## src/rtl/vga_timing_controller_if.sv

```systemverilog
// Pixel-side bundle between the VGA timing controller and the graphics generator.
// The controller is the master: it owns the scan counters, strobes and pin drives.
interface vga_timing_controller_if;
  logic [3:0] redIn;
  logic [3:0] greenIn;
  logic [3:0] blueIn;
  logic [9:0] horizCount;
  logic [9:0] vertCount;
  logic       pixelTick;
  logic       frameTick;
  logic [3:0] vgaRed;
  logic [3:0] vgaGreen;
  logic [3:0] vgaBlue;
  logic       hsync;
  logic       vsync;

  modport master (
    input  redIn, greenIn, blueIn,
    output horizCount, vertCount, pixelTick, frameTick,
    output vgaRed, vgaGreen, vgaBlue, hsync, vsync
  );

  modport slave (
    output redIn, greenIn, blueIn,
    input  horizCount, vertCount, pixelTick, frameTick,
    input  vgaRed, vgaGreen, vgaBlue, hsync, vsync
  );
endinterface

```

## src/rtl/vga_timing_controller.sv

```systemverilog
// 640x480@60 VGA timing: pixel-rate divider, scan counters, frame strobe and a
// single registered output stage carrying blanked colour and sync to the pins.
module vga_timing_controller #(
  parameter int unsigned CLK_DIV   = 4,
  parameter int unsigned H_VISIBLE = 640,
  parameter int unsigned H_FRONT   = 16,
  parameter int unsigned H_SYNC    = 96,
  parameter int unsigned H_BACK    = 48,
  parameter int unsigned V_VISIBLE = 480,
  parameter int unsigned V_FRONT   = 10,
  parameter int unsigned V_SYNC    = 2,
  parameter int unsigned V_BACK    = 33,
  parameter logic        SYNC_POL  = 1'b0
) (
  input logic                      clk,
  input logic                      rst_n,
  vga_timing_controller_if.master  vga
);

  localparam int unsigned H_TOTAL = H_VISIBLE + H_FRONT + H_SYNC + H_BACK;
  localparam int unsigned V_TOTAL = V_VISIBLE + V_FRONT + V_SYNC + V_BACK;
  localparam int unsigned DIV_W   = (CLK_DIV > 1) ? $clog2(CLK_DIV) : 1;

  localparam logic [DIV_W-1:0] DIV_LAST = DIV_W'(CLK_DIV - 1);

  localparam logic [9:0] H_VIS     = 10'(H_VISIBLE);
  localparam logic [9:0] H_SYNC_LO = 10'(H_VISIBLE + H_FRONT);
  localparam logic [9:0] H_SYNC_HI = 10'(H_VISIBLE + H_FRONT + H_SYNC);
  localparam logic [9:0] H_LAST    = 10'(H_TOTAL - 1);
  localparam logic [9:0] V_VIS     = 10'(V_VISIBLE);
  localparam logic [9:0] V_SYNC_LO = 10'(V_VISIBLE + V_FRONT);
  localparam logic [9:0] V_SYNC_HI = 10'(V_VISIBLE + V_FRONT + V_SYNC);
  localparam logic [9:0] V_LAST    = 10'(V_TOTAL - 1);

  logic [DIV_W-1:0] div_q, div_d;
  logic             tick_q, tick_d;
  logic [9:0]       h_q, h_d;
  logic [9:0]       v_q, v_d;
  logic [11:0]      rgb_q, rgb_d;
  logic             hs_q, hs_d;
  logic             vs_q, vs_d;

  logic visible;
  logic in_hsync;
  logic in_vsync;

  assign visible  = (h_q < H_VIS) && (v_q < V_VIS);
  assign in_hsync = (h_q >= H_SYNC_LO) && (h_q < H_SYNC_HI);
  assign in_vsync = (v_q >= V_SYNC_LO) && (v_q < V_SYNC_HI);

  always_comb begin
    // NOTE: every next-state signal gets a hold default first, so no path
    // through the conditionals below can leave one unassigned and infer a latch.
    div_d  = (div_q == DIV_LAST) ? '0 : div_q + DIV_W'(1);
    // The strobe is registered so it stays low in reset even when CLK_DIV is 1.
    tick_d = (div_d == DIV_LAST);
    h_d    = h_q;
    v_d    = v_q;
    rgb_d  = rgb_q;
    hs_d   = hs_q;
    vs_d   = vs_q;

    if (tick_q) begin
      if (h_q == H_LAST) begin
        h_d = '0;
        v_d = (v_q == V_LAST) ? '0 : v_q + 10'd1;
      end else begin
        h_d = h_q + 10'd1;
      end
      // Colour and sync are captured from the pre-update counts in one stage.
      rgb_d = visible ? {vga.redIn, vga.greenIn, vga.blueIn} : 12'h000;
      hs_d  = in_hsync ? SYNC_POL : ~SYNC_POL;
      vs_d  = in_vsync ? SYNC_POL : ~SYNC_POL;
    end
  end

  // NOTE: state registers use non-blocking assignments so every flop samples
  // the pre-edge value of its inputs regardless of evaluation order.
  always_ff @(posedge clk or negedge rst_n) begin
    if (!rst_n) begin
      div_q  <= '0;
      tick_q <= 1'b0;
      h_q    <= '0;
      v_q    <= '0;
      rgb_q  <= '0;
      hs_q   <= ~SYNC_POL;
      vs_q   <= ~SYNC_POL;
    end else begin
      div_q  <= div_d;
      tick_q <= tick_d;
      h_q    <= h_d;
      v_q    <= v_d;
      rgb_q  <= rgb_d;
      hs_q   <= hs_d;
      vs_q   <= vs_d;
    end
  end

  assign vga.horizCount = h_q;
  assign vga.vertCount  = v_q;
  assign vga.pixelTick  = tick_q;
  assign vga.frameTick  = tick_q && (h_q == H_LAST) && (v_q == V_LAST);
  assign vga.vgaRed     = rgb_q[11:8];
  assign vga.vgaGreen   = rgb_q[7:4];
  assign vga.vgaBlue    = rgb_q[3:0];
  assign vga.hsync      = hs_q;
  assign vga.vsync      = vs_q;

endmodule

```

## src/flat_wrapper.sv

```systemverilog
// flat-port wrapper written by rule: the top's interface ports become plain ports
module vga_timing_controller_flat 
#(
  parameter int unsigned CLK_DIV   = 4,
  parameter int unsigned H_VISIBLE = 640,
  parameter int unsigned H_FRONT   = 16,
  parameter int unsigned H_SYNC    = 96,
  parameter int unsigned H_BACK    = 48,
  parameter int unsigned V_VISIBLE = 480,
  parameter int unsigned V_FRONT   = 10,
  parameter int unsigned V_SYNC    = 2,
  parameter int unsigned V_BACK    = 33,
  parameter logic        SYNC_POL  = 1'b0
)
  (clk, rst_n, vga_redIn, vga_greenIn, vga_blueIn, vga_horizCount, vga_vertCount, vga_pixelTick, vga_frameTick, vga_vgaRed, vga_vgaGreen, vga_vgaBlue, vga_hsync, vga_vsync);
  vga_timing_controller_if vga_i ();
  input logic clk;
  input logic rst_n;
  input wire logic [$bits(vga_i.redIn)-1:0] vga_redIn;
  input wire logic [$bits(vga_i.greenIn)-1:0] vga_greenIn;
  input wire logic [$bits(vga_i.blueIn)-1:0] vga_blueIn;
  output wire logic [$bits(vga_i.horizCount)-1:0] vga_horizCount;
  output wire logic [$bits(vga_i.vertCount)-1:0] vga_vertCount;
  output wire logic [$bits(vga_i.pixelTick)-1:0] vga_pixelTick;
  output wire logic [$bits(vga_i.frameTick)-1:0] vga_frameTick;
  output wire logic [$bits(vga_i.vgaRed)-1:0] vga_vgaRed;
  output wire logic [$bits(vga_i.vgaGreen)-1:0] vga_vgaGreen;
  output wire logic [$bits(vga_i.vgaBlue)-1:0] vga_vgaBlue;
  output wire logic [$bits(vga_i.hsync)-1:0] vga_hsync;
  output wire logic [$bits(vga_i.vsync)-1:0] vga_vsync;
  assign vga_i.redIn = vga_redIn;
  assign vga_i.greenIn = vga_greenIn;
  assign vga_i.blueIn = vga_blueIn;
  assign vga_horizCount = vga_i.horizCount;
  assign vga_vertCount = vga_i.vertCount;
  assign vga_pixelTick = vga_i.pixelTick;
  assign vga_frameTick = vga_i.frameTick;
  assign vga_vgaRed = vga_i.vgaRed;
  assign vga_vgaGreen = vga_i.vgaGreen;
  assign vga_vgaBlue = vga_i.vgaBlue;
  assign vga_hsync = vga_i.hsync;
  assign vga_vsync = vga_i.vsync;
  vga_timing_controller #(.CLK_DIV(CLK_DIV), .H_VISIBLE(H_VISIBLE), .H_FRONT(H_FRONT), .H_SYNC(H_SYNC), .H_BACK(H_BACK), .V_VISIBLE(V_VISIBLE), .V_FRONT(V_FRONT), .V_SYNC(V_SYNC), .V_BACK(V_BACK), .SYNC_POL(SYNC_POL)) u_core (.clk(clk), .rst_n(rst_n), .vga(vga_i));
endmodule
```

## config.mk

```make
export PLATFORM = sky130hd
export DESIGN_NAME = vga_timing_controller_flat
export DESIGN_NICKNAME = d
export VERILOG_FILES = /design/src/rtl/vga_timing_controller_if.sv /design/src/rtl/vga_timing_controller.sv /design/src/flat_wrapper.sv
export SDC_FILE = /design/constraint.sdc
export NUM_CORES = 1
export LEC_CHECK = 0
export BUFFER_PORTS_ARGS = -buffer_cell sky130_fd_sc_hd__buf_2
export CAP_MARGIN = 10
export CORE_MARGIN = 10
export CORE_UTILIZATION = 55
export DETAILED_ROUTE_END_ITERATION = 16
export PLACE_DENSITY = 0.8
export SLEW_MARGIN = 30
export SYNTH_ARGS = -nofsm -noshare
export SYNTH_HDL_FRONTEND = slang
export SYNTH_SLANG_ARGS = --single-unit
```

## constraint.sdc

```tcl
create_clock -name clk -period 4 [get_ports clk]
set_input_delay 0.8 -clock clk [delete_from_list [all_inputs] [get_ports clk]]
set_output_delay 0.8 -clock clk [all_outputs]
set_load 0.03 [all_outputs]
```

==> results of run 1 <==
worst max-delay path: cells and delay by family, from the launching register on:
| family | cells | cell delay [ps] |
|---|---|---|
| adder cells (fa/ha/maj) | 1 | 150 |
| buffers and inverters | 2 | 400 |
| flip-flops | 1 | 440 |
| AND/OR/NAND/NOR | 3 | 660 |
report_power, final:
| group | leakage (nW) | internal [W] | total, W | switching, W |
|---|---|---|---|---|
| clock network | 0.0326 | 0.0000867 | 0.000200 | 0.000113 |
| logic | 0.538 | 0.0000107 | 0.0000373 | 0.0000266 |
| registers | 0.468 | 0.000380 | 0.000383 | 0.00000274 |
| total | 1.04 | 0.000477 | 0.000620 | 0.000142 |
logic make-up (layout without fill, tap and decap cells):
logic type	Yosys count	after routing	share of synthesized area [%]
buf+inv	23	77	4.92
flops	37	37	52.9
simple gates	70	70	23.2
fa+ha+maj	7	7	4.99
compound gates	25	25	7.49
xor+xnor	13	13	6.49
how the worst max path moves through the flow:
stage | from | endpoint | slack [ps] | cells past startpoint
6_report | u_core.vga.vertCount[0] | vga_frameTick | 1210 | 6
5_1_grt | u_core.vga.vertCount[0] | vga_frameTick | 970 | 6
4_1_cts | u_core.vga.vertCount[0] | vga_frameTick | 1180 | 6
3_5_place_dp | u_core.vga.vertCount[0] | vga_frameTick | 1570 | 6
3_3_place_gp | u_core.vga.vertCount[0] | vga_frameTick | 1650 | 6
2_1_floorplan | u_core.vga.vertCount[0] | vga_frameTick | 1500 | 5
layer usage:
layer	GRT usage, %	vias to the layer above	part of all wire (%)
met2	21.1	46	47
met3	5.19	7	6.7
met5	0	-	0
li1	-	701	-
met1	17.9	682	46
met4	3.90	0	1.0
layout by cell type (no fill, tap or decap), types with 5 or more instances in the layout:
| master | netlist | final |
|---|---|---|
| sky130_fd_sc_hd__dfrtp_1 | 35 | 35 |
| sky130_fd_sc_hd__nand4_1 | 7 | 7 |
| sky130_fd_sc_hd__nor2_1 | 12 | 12 |
| sky130_fd_sc_hd__clkbuf_4 | 0 | 5 |
| sky130_fd_sc_hd__buf_2 | 0 | 49 |
| sky130_fd_sc_hd__o21ai_0 | 19 | 19 |
| sky130_fd_sc_hd__xnor2_1 | 9 | 9 |
| sky130_fd_sc_hd__nand2_1 | 17 | 17 |
| sky130_fd_sc_hd__ha_1 | 7 | 7 |
| sky130_fd_sc_hd__nand3_1 | 10 | 10 |
| sky130_fd_sc_hd__inv_1 | 19 | 19 |
state kept, by name (all words and copies together) (netlist names):
name and cells:
u_core.div_q 2, u_core.rgb_q 12, u_core.vga.horizCount 10, u_core.vga.hsync 1, u_core.vga.pixelTick 1, u_core.vga.vertCount 10, u_core.vga.vsync 1
layout make-up:
cell class                      instances  area (µm²)  area share, %
Tap cell                               44        55.1           2.61
Sequential cell                        37         928           44.1
Inverter                               19        71.3           3.39
Multi-Input combinational cell        115         739           35.1
Clock buffer                            8        58.8           2.79
Timing Repair Buffer                   50         253           12.0
metrics by stage:
step	area [µm²]	total power (W)	util, %
2_1_floorplan	1750	0.000407	-
3_3_place_gp	2050	0.000428	67.0
3_5_place_dp	2050	0.000429	67.0
4_1_cts	2110	0.000628	69.0
5_1_grt	2110	0.000653	69.0
6_report	2110	0.000620	69.0
==> qor.txt, run 1 <==
POWER
---------------------------------------------------------------------------------
VDD IR max                                                             0.000177 V
Power Dens Cells                                                       294 mW/mm²
Static Leakage                                                            1.04 nW

ROUTE
---------------------------------------------------------------------------------
Routed vias                                                                  1436
Final routed wire length divided by cell count                            14.5 µm
DRT antenna net count                                                           0
Number of iterations in the first detailed-routing pass                         4
Total DRC errors in the routed layout                                           0
Total detailed-routing wirelength                                         3.95 mm
Routed via count divided by cell count                                       5.26
DRC marker count from the first detailed-route iteration                      132

LOGIC SYNTHESIS
---------------------------------------------------------------------------------
Cell type contributing the most total cell area after synthesis      sky130_fd_sc_hd__dfrtp_1
Primary flip-flop cell chosen by synthesis mapping                   sky130_fd_sc_hd__dfrtp_1
Most area-consuming cells after synthesis                            sky130_fd_sc_hd__dfrtp_1, sky130_fd_sc_hd__o21ai_0, sky130_fd_sc_hd__ha_1, sky130_fd_sc_hd__xnor2_1, sky130_fd_sc_hd__inv_1
Distinct cells, synth                                                          32
Instance count of the mapped netlist                                          175
Number of enable-type register cells in the synthesized netlist                 0
Most repeated cell in the gate-level netlist after synthesis         sky130_fd_sc_hd__dfrtp_1
Commonest cells in the netlist                                       sky130_fd_sc_hd__dfrtp_1, sky130_fd_sc_hd__inv_1, sky130_fd_sc_hd__o21ai_0
Share of Yosys cell area claimed by the top area cell type                  49.9%
Post-Synthesis Net Count                                                      196
Fraction of the yosys area taken by sequential cells                        52.9%
Yosys synthesis warning count                                                   0
Syn avg cell area                                                        10.0 µm²
Cell area after synthesis                                             0.00175 mm²
Number of register bits inferred by synthesis                                  37
Async SR Flop Fraction                                                       100%

CTS
---------------------------------------------------------------------------------
Source-to-sink clock delay at the later pin of the worst-skew pair         330 ps
CTS clk-pin slew, worst paths                                              100 ps
Deepest level of the CTS H-tree                                                 2
Number of sinks driven by the clock tree                                       37
Post_cts resized                                                                0
Inserted Clock Buffers                                                          5
Number of hold-repair buffers added at the cts stage                            0
Longest Clk Path Bufs                                                           2
CTS Root Buffer Type                                                 sky130_fd_sc_hd__clkbuf_4
CTS tree                                                                     done
Setup Fix Bufs, Post-CTS                                                        0

GLOBAL ROUTE
---------------------------------------------------------------------------------
First-pass GRT wire length                                                6.78 mm
Antenna violations before repair                                                0
Overflow left after global routing                                              0
Combined global-route utilization of all metal layers                       13.8%
Largest net degree at the start of global routing                              38
Via count of the first global-routing pass                                   1414

FLOORPLANNING
---------------------------------------------------------------------------------
Die width                                                                 76.5 µm
Number of primary I/O pins                                                     50
Std-Cell Rows                                                                  20
Floorplan die area                                                    0.00585 mm²
Initial core utilization                                                    57.5%
Area of the placeable core                                            0.00305 mm²
Vertical die dimension                                                    76.5 µm

SETUP PATH
---------------------------------------------------------------------------------
Critical path cell sequence                                          inv_1 > ha_1 > nor4bb_1 > nand4_1 > nor2_1 > buf_2
Max FO, Critical Path                                                           5
Endpoint class of the critical path                                   output port
R2r endpoint                                                         u_core.vga.vertCount[8]
Worst path arrival time                                                   1990 ps
Launch point of the worst reg-to-reg path                            u_core.vga.horizCount[6]
WP data required                                                          3200 ps
Setup slack, reg-to-reg                                                   2250 ps
Number of cells on the worst reg-to-reg path                                    4
Kind of start point of the critical path                                flip-flop
Worst stage delay on the critical path                                     440 ps
CP max-delay cell                                                    sky130_fd_sc_hd__dfrtp_1
Worst Setup Path Type                                                     reg2out

STA
---------------------------------------------------------------------------------
Fin crit share                                                              69.8%
Transition time of the tightest slew-check pin                             801 ps
Maximum clock rate                                                        358 MHz
Shortest clock period the worst path allows after layout                  2790 ps
Setup ws final                                                            1210 ps
Worst setup skew after layout                                             7.52 ps
Worst slack on hold paths                                                  459 ps
Count of final max-slew check failures                                          0
Unrepaired setup endpoints after global routing                             false
Hold violation count in the final report                                        0
Final setup vio count                                                           0
Slew headroom                                                               46.6%
Final TNS setup                                                              0 ps

LAYOUT
---------------------------------------------------------------------------------
Ratio of cells with drive above 1 in the final layout                       27.9%
Final-layout fill cell count                                                  244
N_diodes                                                                        0
Layout area overhead                                                        20.0%
Cell Count, Final, Fillers Out                                                273
Post-layout net count                                                         249

PLACEMENT
---------------------------------------------------------------------------------
I/O Buffers                                                                    49
Number of cells after detailed placement                                      265
Hpwl dp                                                                   2.97 mm
Routability cong.                                                           0.785
Post-Place Worst Slack                                                    1570 ps

OUTCOME
---------------------------------------------------------------------------------
Status                                                               complete, no violations

MIN PATH
---------------------------------------------------------------------------------
Path category of the worst min-delay check                                reg2reg
Worst min-delay path endpoint                                        u_core.div_q[0]
Worst hold stages                                                               1
Worst min-delay path startpoint                                      u_core.div_q[0]

FLOW RUN
---------------------------------------------------------------------------------
Max-cap check violation count                                                   0

(Power assumes the default switching activity.)
==> inputs of run 2 (changes only) <==
--- a/config.mk
+++ b/config.mk
@@ -8,9 +8,9 @@
 export BUFFER_PORTS_ARGS = -buffer_cell sky130_fd_sc_hd__buf_2
 export CAP_MARGIN = 10
 export CORE_MARGIN = 10
-export CORE_UTILIZATION = 55
+export CORE_UTILIZATION = 51
 export DETAILED_ROUTE_END_ITERATION = 16
-export PLACE_DENSITY = 0.8
+export PLACE_DENSITY = 0.75
 export SLEW_MARGIN = 30
 export SYNTH_ARGS = -nofsm -noshare
 export SYNTH_HDL_FRONTEND = slang
==> constraint.sdc (replaced) <==
create_clock -name clk -period 2.6 [get_ports clk]
set_input_delay 0.52 -clock clk [delete_from_list [all_inputs] [get_ports clk]]
set_output_delay 0.52 -clock clk [all_outputs]
set_load 0.03 [all_outputs]
==> run 2 against run 1 <==
Compared with the run above: critical path depth is the same; hold slack lost 210 ps; setup slack lost 1000 ps; total power grew 51%; routed wire length shrank 1.6%; clock skew is essentially flat; register-to-register slack lost 1400 ps; combinational power grew 53%; global-route usage shrank 0.81 points; via count shrank 3.3%; non-clock buffer count grew 1; largest power group unchanged.
==> qor.txt, run 2 (same netlist as run 1, synthesis figures left out) <==
LAYOUT
---------------------------------------------------------------------------------
Final-layout fill cell count                                                  299   was 244
Largest register FFs                                                           12   unchanged
Layout area overhead                                                        20.2%   was 20.0%
Highest-count cells in the layout ignoring fill and taps             sky130_fd_sc_hd__buf_2, sky130_fd_sc_hd__dfrtp_1, sky130_fd_sc_hd__inv_1, sky130_fd_sc_hd__o21ai_0, sky130_fd_sc_hd__nand2_1   unchanged
Ratio of cells with drive above 1 in the final layout                       28.7%   was 27.9%
Final standard cell utilization of the core                                 63.2%   was 69.0%
N_diodes                                                                        0   unchanged
Register bank with the most flops                                    u_core.rgb_q   unchanged
Post-layout net count                                                         250   was 249
Total area of multi-input combinational cells                             739 µm²   unchanged
Post-route design area                                                0.00211 mm²   about the same
Area used by sequential logic in the layout                               928 µm²   unchanged
Most common cell after layout, fill and taps aside                   sky130_fd_sc_hd__buf_2   unchanged

SETUP PATH
---------------------------------------------------------------------------------
R2r endpoint                                                         u_core.vga.vertCount[8]   unchanged
Kind of cell adding the most delay to the critical path              simple AND/OR/NAND/NOR gates   unchanged
WP data required                                                          2080 ps   was 3200 ps
Critical path buffers and inverters                                             2   unchanged
Kind of start point of the critical path                                flip-flop   unchanged
Endpoint class of the critical path                                   output port   unchanged
Worst stage delay on the critical path                                     440 ps   about the same
Critical path cell sequence                                          inv_1 > ha_1 > nor4bb_1 > nand4_1 > nor2_1 > buf_2   unchanged
Max FO, Critical Path                                                           5   unchanged
CP max-delay cell                                                    sky130_fd_sc_hd__dfrtp_1   unchanged
Worst path arrival time                                                   1920 ps   was 1990 ps
Worst Setup Path Type                                                     reg2out   unchanged
Setup slack, reg-to-reg                                                    840 ps   was 2250 ps
Number of cells on the worst reg-to-reg path                                    5   was 4
Launch point of the worst reg-to-reg path                            u_core.vga.horizCount[1]   was u_core.vga.horizCount[6]

MIN PATH
---------------------------------------------------------------------------------
Path category of the worst min-delay check                               in2async   was reg2reg

FLOORPLANNING
---------------------------------------------------------------------------------
Number of primary I/O pins                                                     50   unchanged
Die width                                                                 78.6 µm   was 76.5 µm
Std-Cell Rows                                                                  21   was 20
Floorplan die area                                                    0.00619 mm²   was 0.00585 mm²
Area of the placeable core                                            0.00334 mm²   was 0.00305 mm²
Initial core utilization                                                    52.6%   was 57.5%
Vertical die dimension                                                    78.6 µm   was 76.5 µm

POWER
---------------------------------------------------------------------------------
Static Leakage                                                            1.04 nW   about the same
Power Dens Cells                                                       444 mW/mm²   was 294 mW/mm²
P_int                                                                  0.000704 W   was 0.000477 W
Power consumption                                                      0.000936 W   was 0.000620 W
Net Switching                                                          0.000232 W   was 0.000142 W
Sw Ratio                                                                    24.8%   was 22.9%
Clock network power share                                                   31.0%   was 32.2%
VDD IR max                                                             0.000275 V   was 0.000177 V
Combinational share of power                                                 6.1%   was 6.0%
Relative contribution of sequential cells to total power                    62.9%   was 61.8%

STA
---------------------------------------------------------------------------------
Maximum clock rate                                                        410 MHz
Slew headroom                                                               45.9%   was 46.6%
Final setup vio count                                                           0   unchanged
Shortest clock period the worst path allows after layout                  2440 ps
Transition time of the tightest slew-check pin                             811 ps   was 801 ps
Setup ws final                                                             162 ps   was 1210 ps
Unrepaired setup endpoints after global routing                             false   unchanged
Worst setup skew after layout                                             7.20 ps   was 7.52 ps
Fin crit share                                                              93.8%
Final TNS setup                                                              0 ps   unchanged
Hold violation count in the final report                                        0   unchanged
Count of final max-slew check failures                                          0   unchanged

CTS
---------------------------------------------------------------------------------
Source-to-sink clock delay at the later pin of the worst-skew pair         340 ps   was 330 ps
Deepest level of the CTS H-tree                                                 2   unchanged
Number of sinks driven by the clock tree                                       37   unchanged
CTS tree                                                                     done   unchanged
Number of hold-repair buffers added at the cts stage                            0   unchanged
Inserted Clock Buffers                                                          5   unchanged
CTS clk-pin slew, worst paths                                              110 ps   was 100 ps
Setup Fix Bufs, Post-CTS                                                        0   unchanged
Longest Clk Path Bufs                                                           2   unchanged
CTS Root Buffer Type                                                 sky130_fd_sc_hd__clkbuf_4   unchanged
Post_cts resized                                                                0   unchanged

PLACEMENT
---------------------------------------------------------------------------------
Routability cong.                                                           0.815   was 0.785
Post-Place Worst Slack                                                     629 ps   was 1570 ps
Standard cell area after detailed placement                           0.00206 mm²   was 0.00205 mm²
Hpwl dp                                                                   2.82 mm   was 2.97 mm
I/O Buffers                                                                    49   unchanged

GLOBAL ROUTE
---------------------------------------------------------------------------------
Overflow left after global routing                                              0   unchanged
First-pass GRT wire length                                                6.60 mm   was 6.78 mm
Antenna violations before repair                                                0   unchanged
Via count of the first global-routing pass                                   1409   was 1414
Combined global-route utilization of all metal layers                       13.0%   was 13.8%
Largest net degree at the start of global routing                              38   unchanged

ROUTE
---------------------------------------------------------------------------------
Total DRC errors in the routed layout                                           0   unchanged
Routed via count divided by cell count                                       5.03   was 5.26
Total detailed-routing wirelength                                         3.89 mm   was 3.95 mm
Final routed wire length divided by cell count                            14.1 µm   was 14.5 µm
Routed vias                                                                  1388   was 1436
DRC marker count from the first detailed-route iteration                      121   was 132
Number of iterations in the first detailed-routing pass                         4   unchanged
DRT antenna net count                                                           0   unchanged

FLOW RUN
---------------------------------------------------------------------------------
Max-cap check violation count                                                   0   unchanged

OUTCOME
---------------------------------------------------------------------------------
Status                                                               complete, no violations   unchanged

## run 2: stage by stage
stage | instances | hold slack (ps)
finish | 276 | 251
global placement | 268 | 442
floorplan | 175 | 224
detailed placement | 268 | 440
CTS | 276 | 273
global route | 276 | 300
## run 2: worst reg2reg max path, cell delays in order, from the launching register on
cell and delay, ps:
sky130_fd_sc_hd__dfrtp_1 420, sky130_fd_sc_hd__ha_1 220, sky130_fd_sc_hd__nand4_1 220, sky130_fd_sc_hd__nor3_2 460, sky130_fd_sc_hd__nand4_1 180, sky130_fd_sc_hd__xnor2_1 160
## run 2: how the worst max path moves through the flow
stage,startpoint,to,slack [ps],cells past startpoint
2_1_floorplan,u_core.vga.vertCount[0],vga_frameTick,380,5
3_3_place_gp,u_core.vga.vertCount[0],vga_frameTick,700,6
3_5_place_dp,u_core.vga.vertCount[0],vga_frameTick,630,6
4_1_cts,u_core.vga.vertCount[0],vga_frameTick,170,6
5_1_grt,u_core.vga.vertCount[0],vga_frameTick,20,6
6_report,u_core.vga.vertCount[0],vga_frameTick,160,6
## run 2: layout make-up
cell class	instances	share of cell area (%)
Sequential cell	37	44.0
Multi-Input combinational cell	115	35.1
Timing Repair Buffer	51	12.3
Inverter	19	3.38
Tap cell	46	2.73
Clock buffer	6	1.96
Clock inverter	2	0.475
## run 2: per-layer routing
| layer | global-route usage, % | vias to the layer above | routed length, µm |
|---|---|---|---|
| li1 | - | 706 | - |
| met1 | 15.0 | 635 | 1670 |
| met2 | 21.3 | 38 | 1890 |
| met3 | 4.56 | 9 | 255 |
| met4 | 6.09 | 0 | 70 |
| met5 | 0 | - | 0 |
## run 2: power by group through the flow
stage | Sequential, W | Combinational [W] | Clock [W]
2_1_floorplan | 0.000620 | 0.00000607 | 0
3_3_place_gp | 0.000600 | 0.0000583 | 0
3_5_place_dp | 0.000600 | 0.0000588 | 0
4_1_cts | 0.000589 | 0.0000587 | 0.000304
5_1_grt | 0.000590 | 0.0000632 | 0.000319
6_report | 0.000589 | 0.0000570 | 0.000290
